$ cat src/rtl/vending_fsm_param.sv
// Parametrised vending controller: coin credit with saturation, serial change, reject pulses.
// Optional refund on cancel is enabled by defining VENDING_CANCEL_EN.
module vending_fsm_param #(
  parameter int unsigned DIV_W      = 25,
  parameter int unsigned CREDIT_W   = 6,
  parameter int unsigned SEL_W      = 2,
  parameter int unsigned COIN1      = 1,
  parameter int unsigned COIN2      = 2,
  parameter int unsigned COIN3      = 5,
  parameter logic [(2**SEL_W)*CREDIT_W-1:0] PRICES = {6'd8, 6'd6, 6'd4, 6'd3},
  parameter int unsigned VEND_TICKS = 2
) (
  input  logic                clk,
  input  logic                rst_n,
  input  logic [1:0]          moneda,
  input  logic [SEL_W-1:0]    seleccion,
  input  logic                sel_valid,
  input  logic                cancel,
  output logic [SEL_W-1:0]    producto,
  output logic                listo,
  output logic                cambio,
  output logic [CREDIT_W-1:0] credito,
  output logic                coin_rej,
  output logic                busy
);

  localparam int unsigned CNT_W = (VEND_TICKS > 1) ? $clog2(VEND_TICKS) : 1;

  typedef enum logic [1:0] {S_IDLE, S_CREDIT, S_VEND, S_CHANGE} state_t;

  state_t              state_q, state_d;
  logic [DIV_W-1:0]    div_q;
  logic [CREDIT_W-1:0] credit_q, credit_d;
  logic [1:0]          prev_q;
  logic [SEL_W-1:0]    prod_q, prod_d;
  logic [CNT_W-1:0]    vcnt_q, vcnt_d;

  logic                tick;
  logic                coin_evt;
  logic                cancel_req;
  logic [CREDIT_W-1:0] coin_val;
  logic [CREDIT_W:0]   sum;
  logic [CREDIT_W-1:0] price;

  assign tick = &div_q;

`ifdef VENDING_CANCEL_EN
  assign cancel_req = cancel && (state_q == S_CREDIT);
`else
  logic unused_cancel;
  assign unused_cancel = cancel;
  assign cancel_req    = 1'b0;
`endif

  always_ff @(posedge clk or negedge rst_n) begin
    if (!rst_n) begin
      div_q    <= '0;
      state_q  <= S_IDLE;
      credit_q <= '0;
      prev_q   <= '0;
      prod_q   <= '0;
      vcnt_q   <= '0;
    end else begin
      div_q <= div_q + DIV_W'(1);
      if (tick) begin
        prev_q <= moneda;
      end
      state_q  <= state_d;
      credit_q <= credit_d;
      prod_q   <= prod_d;
      vcnt_q   <= vcnt_d;
    end
  end

  always_comb begin
    state_d  = state_q;
    credit_d = credit_q;
    prod_d   = prod_q;
    vcnt_d   = vcnt_q;
    cambio   = 1'b0;
    coin_rej = 1'b0;
    coin_evt = (moneda != 2'b00) && (prev_q == 2'b00);
    case (moneda)
      2'b01:   coin_val = CREDIT_W'(COIN1);
      2'b10:   coin_val = CREDIT_W'(COIN2);
      2'b11:   coin_val = CREDIT_W'(COIN3);
      default: coin_val = '0;
    endcase
    // One extra bit catches overflow: the coin fits only if the carry stays clear.
    sum   = {1'b0, credit_q} + {1'b0, coin_val};
    price = PRICES[int'(seleccion)*CREDIT_W +: CREDIT_W];

    if (tick) begin
      case (state_q)
        S_IDLE, S_CREDIT: begin
          if (coin_evt) begin
            if (!sum[CREDIT_W]) begin
              credit_d = sum[CREDIT_W-1:0];
              state_d  = S_CREDIT;
            end else begin
              coin_rej = 1'b1;
            end
          end else if (cancel_req) begin
            state_d = S_CHANGE;
          end else if (sel_valid && (credit_q >= price)) begin
            prod_d   = seleccion;
            credit_d = credit_q - price;
            vcnt_d   = '0;
            state_d  = S_VEND;
          end
        end
        S_VEND: begin
          coin_rej = coin_evt;
          if (vcnt_q == CNT_W'(VEND_TICKS - 1)) begin
            state_d = (credit_q != '0) ? S_CHANGE : S_IDLE;
          end else begin
            vcnt_d = vcnt_q + CNT_W'(1);
          end
        end
        S_CHANGE: begin
          coin_rej = coin_evt;
          cambio   = 1'b1;
          credit_d = credit_q - CREDIT_W'(1);
          if (credit_q == CREDIT_W'(1)) begin
            state_d = S_IDLE;
          end
        end
        default: state_d = S_IDLE;
      endcase
    end
  end

  assign producto = prod_q;
  assign listo    = (state_q == S_VEND);
  assign busy     = (state_q == S_VEND) || (state_q == S_CHANGE);
  assign credito  = credit_q;

endmodule

$ cat config.mk
export PLATFORM = sky130hd
export DESIGN_NAME = vending_fsm_param
export DESIGN_NICKNAME = d
export VERILOG_FILES = /design/src/rtl/vending_fsm_param.sv
export SDC_FILE = /design/constraint.sdc
export NUM_CORES = 1
export LEC_CHECK = 0
export ABC_AREA = 1
export BUFFER_PORTS_ARGS = -buffer_cell sky130_fd_sc_hd__clkbuf_2
export CORE_ASPECT_RATIO = 0.8
export CORE_MARGIN = 2
export CORE_UTILIZATION = 45
export CTS_CLUSTER_DIAMETER = 40
export DETAILED_ROUTE_END_ITERATION = 10
export MAX_ROUTING_LAYER = met4
export PLACE_DENSITY_LB_ADDON = 0.25
export REMOVE_ABC_BUFFERS = 1
export SETUP_SLACK_MARGIN = 0.2
export SYNTH_ARGS = -nofsm -noshare
export SYNTH_HDL_FRONTEND = slang
export SYNTH_SLANG_ARGS = --single-unit
$ cat constraint.sdc
create_clock -name clk -period 2.2 [get_ports clk]
set_input_delay 0.44 -clock clk [delete_from_list [all_inputs] [get_ports clk]]
set_output_delay 0.44 -clock clk [all_outputs]
set_load 0.05 [all_outputs]
# --- Word-level counts from Yosys, hierarchy flattened ---
# Cells that the tools add are included.
# W data, S select, Z words.
word_totals:
  ff_bits: 38
  latch_bits: 0
  ram_bits: 0
  rom_bits: 0
  inputBits: 8
  output_inout_bits: 12
  wordCells: 66
  mem_count: 0
classes:
  add_sub_neg: 5
  n_mul: 1
  n_div: 0
  n_lt_le_gt_ge: 1
  eq_ne: 13
  shifts: 1
  n_mux: 22
  n_bitwise: 1
  n_reduce_logical: 16
ops:
  columns: ["operator", "count"]
  rows:
  - ["$reduce_and A28 Y1", 3]
  - ["$reduce_and A29 Y1", 1]
  - ["$add A25 B1 Y25 const B", 1]
  - ["$reduce_and A25 Y1", 1]
  - ["$shiftx A24 B6 Y6 const A", 1]
  - ["$mux W6", 3]
  - ["$mux W2", 6]
  - ["$pmux W6 S2", 1]
  - ["$pmux W3 S3", 1]
  - ["$eq A2 B2 Y1 const B", 4]
  - ["$mux W1", 8]
  - ["$add A6 B6 Y7", 1]
  - ["$eq A6 B1 Y1 const B", 1]
  - ["$ge A6 B6 Y1", 1]
  - ["$ne A2 B2 Y1 const B", 3]
  - ["$ne A3 B3 Y1 const B", 2]
  - ["$pmux W2 S3", 1]
  - ["$reduce_bool A2 Y1", 3]
  - ["$reduce_bool A6 Y1", 1]
  - ["$sub A6 B1 Y6 const B", 1]
  - ["$sub A6 B6 Y6", 1]
  - ["$eq A2 B1 Y1 const B", 2]
  - ["$logic_not A2 Y1", 2]
  - ["$mul A2 B2 Y4 const B", 1]
  - ["other kinds (7)", 10]

# --- Longest topological paths before layout ---
logic_depth:
  ltp_word: 7
  mapped_depth: 15
  ltp_nobuf: 15

# --- Worst setup path before layout ---
# OpenSTA, ideal clock, no wires.
synth_path:
  path_type: "reg-to-output"
  startpoint: "register credit_q[1], in the netlist credito[1]"
  endpoint: "output coin_rej"
  arrival_time_ns: 2.853
  required_ns: 1.760
  setup_slack_ns: -1.093
  stages_incl_launch_ff: 10
  path_buffers: 0
  cell_sequence: "dfrtp_1 > inv_1 > fa_1 > inv_1 > nand2_1 > nand2_1 > nand2_1 > nor2_1 > a21oi_1 > nor3_1"
synth_between:
  elab_chain_len: 5
synth_lines:
  columns: ["element", "line_no", "rtl"]
  rows:
  - ["start: declaration", "33", "logic [CREDIT_W-1:0] credit_q, credit_d;"]
  - ["start signal: assignment", "69", "credit_q <= credit_d;"]
  - ["$add A6 B6 Y7", "90", "sum = {1'b0, credit_q} + {1'b0, coin_val};"]
  - ["$mux W1", "97", "if (!sum[CREDIT_W]) begin"]
  - ["$mux W1", "96", "if (coin_evt) begin"]
  - ["$pmux W1 S2", "94", "case (state_q)"]
  - ["$mux W1", "93", "if (tick) begin"]
  - ["end: declaration", "23", "output logic coin_rej,"]
# Every way passes these cells.

# --- Final worst setup path ---
layout_path:
  startpoint: "register credit_q[0], in the netlist credito[0]"
  endpoint: "output coin_rej"
# The elaborated chain is that of the path after synthesis.

==> results.sh <==
export IMPL_crit_arrival_ns=2.11
export IMPL_grt_max_degree=39
export IMPL_setup_ws_ns=-0.347
export IMPL_fin_crit_ns=2.55
export IMPL_worstHoldPathType="primary input to async pin"
export IMPL_period_share_pct=116
export IMPL_status="finished with violations"
export IMPL_place_congestion=0.936
export IMPL_setup_viol=7
export IMPL_rsz0062_at_grt="true"
export IMPL_fmax_mhz=393
export IMPL_post_place_ws_ns=-0.368
export IMPL_num_antenna_cells=0
export IMPL_synth_top_family_by_area="simple AND/OR/NAND/NOR gates"
export IMPL_ys_top_cells_by_count="67 x nand2_1, 47 x inv_1, 38 x dfrtp_1"
export IMPL_grt_total_usage_pct=22.1
export IMPL_path_class="register to output port"
export IMPL_slew_violations=0
export IMPL_antenna_left=0
export IMPL_area_delta_synth_final_pct=37.0
export IMPL_wire_per_inst_um=13.5
export IMPL_drt_initial_drc_count=179
export IMPL_synth_top_area_share_pct=37.1
export IMPL_viasPerCell=4.97
export IMPL_yosys_warnings=0
export IMPL_yosysSeqAreaShare_pct=37.1
export IMPL_rows=24
export IMPL_postPlaceCellArea_um2=2990
export IMPL_start_util_pct=46.8
export IMPL_synth_async_reset_ratio_pct=100
export IMPL_crit_required_ns=1.76
export IMPL_clock_skew_ns=0.00819
export IMPL_route_vias_total=2369
export IMPL_drive_gt1_share_pct=35.3
export IMPL_syn_inst=327
export IMPL_clock_sinks=38
export IMPL_synth_most_common_cell="nand2_1"
export IMPL_synth_edf_count=0
export IMPL_synth_simple_area_share_pct=31.6
export IMPL_dr_pass1_iters=5
export IMPL_clk_pin_slew_worst_paths_ns=0.08
export IMPL_ys_seq_elements=38
export IMPL_cap_violations=0
export IMPL_path_max_fanout=2
export IMPL_antenna_found_initial=0
export IMPL_grt_pass1_vias=2158
export IMPL_synthAdderAreaFrac_pct=8.41
export IMPL_synth_area_leader_cell="dfrtp_1"
export IMPL_synthFlopType="dfrtp_1"
export IMPL_overflow=0
export IMPL_synthTopCellsByArea="dfrtp_1 37%, nand2_1 9.8%, inv_1 6.9%, ha_1 6.8%, nand3_1 5.3%"
export IMPL_dp_hpwl_um=4470
export IMPL_r2r_slack_ns=-0.25
export IMPL_report_final_hold_viol_count=0
export IMPL_synth_area_mux_share_pct=0
export IMPL_synth_cell_types=34
export IMPL_cts_inserted_buffers=5
export IMPL_port_buffers=18
export IMPL_clockRootBuffer="clkbuf_8"
export IMPL_cts_buffer_depth=2
export IMPL_worstMarginPinSlew_ns=0.489
export IMPL_die_y_um=71.5
export IMPL_synth_compound_area_share_pct=7.48
export IMPL_ctsHoldBuffers=0
export IMPL_setup_tns_ns=-1.02
export IMPL_nets=422
export IMPL_violations="negative setup slack"
export IMPL_io_pins=20
export IMPL_relSlewSlack_pct=67.4
export IMPL_clkLatencyLatePin_ns=0.30
export IMPL_htreeDepth=2
export IMPL_utilization_pct=64.2
export IMPL_wirelength_um=6420
export IMPL_die_width_um=88.3
export IMPL_drc=0
export IMPL_fin_area_um2=3510
export IMPL_cts_tree="built"
export IMPL_syn_area_um2=2560
export IMPL_leakage_uw=0.00177
export IMPL_total_power_uw=1440
export IMPL_core_area_um2=5470
export IMPL_ir_drop_mv=0.319
export IMPL_avgSynthCellArea_um2=7.83
export IMPL_powerDensity_nw_per_um2=411
export IMPL_design_die_area_um2=6310
export IMPL_cp_start_kind="register"
export IMPL_crit_path_end_kind="output port"
export IMPL_grt_first_pass_wirelength_um=10400
export IMPL_synth_xor_area_share_pct=7.53
-- logic make-up after synthesis --
family                   Yosys count
flip-flops                        38
AND/OR/NAND/NOR                  164
AO/OA/AOI/OAI                     35
adder cells (fa/ha/maj)           16
XOR/XNOR                          22
buffers and inverters             52
-- power breakdown --
group	switching, uW	total [uW]	internal, uW
Sequential	0.426	699	699
Combinational	114	218	104
Clock	267	525	258
-- layer usage --
layer | vias up | track usage (%) | routed length, um
li1 | 1183 | - | -
met1 | 1120 | 35.1 | 3410
met2 | 58 | 28.2 | 2620
met3 | 8 | 4.15 | 302
met4 | 0 | 6.23 | 92
met5 | - | - | 0
-- per-stage QoR --
step / hold WS, ns / instances
2_1_floorplan: 0.144 / 323
3_3_place_gp: 0.461 / 452
3_5_place_dp: 0.464 / 452
4_1_cts: 0.204 / 474
5_1_grt: 0.229 / 477
6_report: 0.183 / 477
-- sequential cells by signal, summed over array words and instances, names as in the netlist --
name	count
credito	6
div_q	25
prev_q	2
producto	2
state_q	2
vcnt_q	1
-- layout by cell type, fill, tap and decap left out, drive strengths merged --
cell and n:
nand2 73, buf 53, inv 49, nor2 43, dfrtp 38, nand3 32
clkbuf 21, o21ai 20, ha 14, xor2 12, xnor2 10, a21oi 10
nor3 8, nand4 4, or2 2, o31ai 2, fa 2, and3 1
nand3b 1, a31oi 1, o2111ai 1, o211ai 1, clkinvlp 1
-- layout make-up --
class | instances | area, um2
multi-input combinational | 237 | 1620
clock inverter | 2 | 16.3
inverter | 48 | 185
tap | 78 | 97.6
timing repair buffer | 68 | 554
fill | 444 | 1960
sequential | 38 | 951
clock buffer | 6 | 82.6
-- worst max-delay path, cell delays in order, from the launching register on --
cell and delay (ns):
dfrtp_1 0.37, ha_2 0.19, inv_2 0.04, fa_2 0.32, inv_2 0.08, nand2_4 0.06
nand2_4 0.08, nand2_4 0.06, nor2_4 0.13, a21oi_2 0.04, nor3_2 0.16, buf_4 0.15
buf_12 0.12
-- repair_timing --
action / in CTS / in global routing
resized for setup: 45 / 35
setup endpoints to repair: 13 / 14
setup buffers: 14 / 3
pin swaps: 22 / 22
-- worst paths after layout --
path                             from  cells past startpoint    endpoint
max                        credito[0]                     12    coin_rej
min                             rst_n                      2    div_q[0]
max reg2reg                credito[0]                     20  credito[4]
min reg2reg                  div_q[0]                      1    div_q[0]
max in group asynchronous       rst_n                      2   div_q[21]
min in group clk             div_q[0]                      1    div_q[0]
Power figures use the tool's default switching activity.
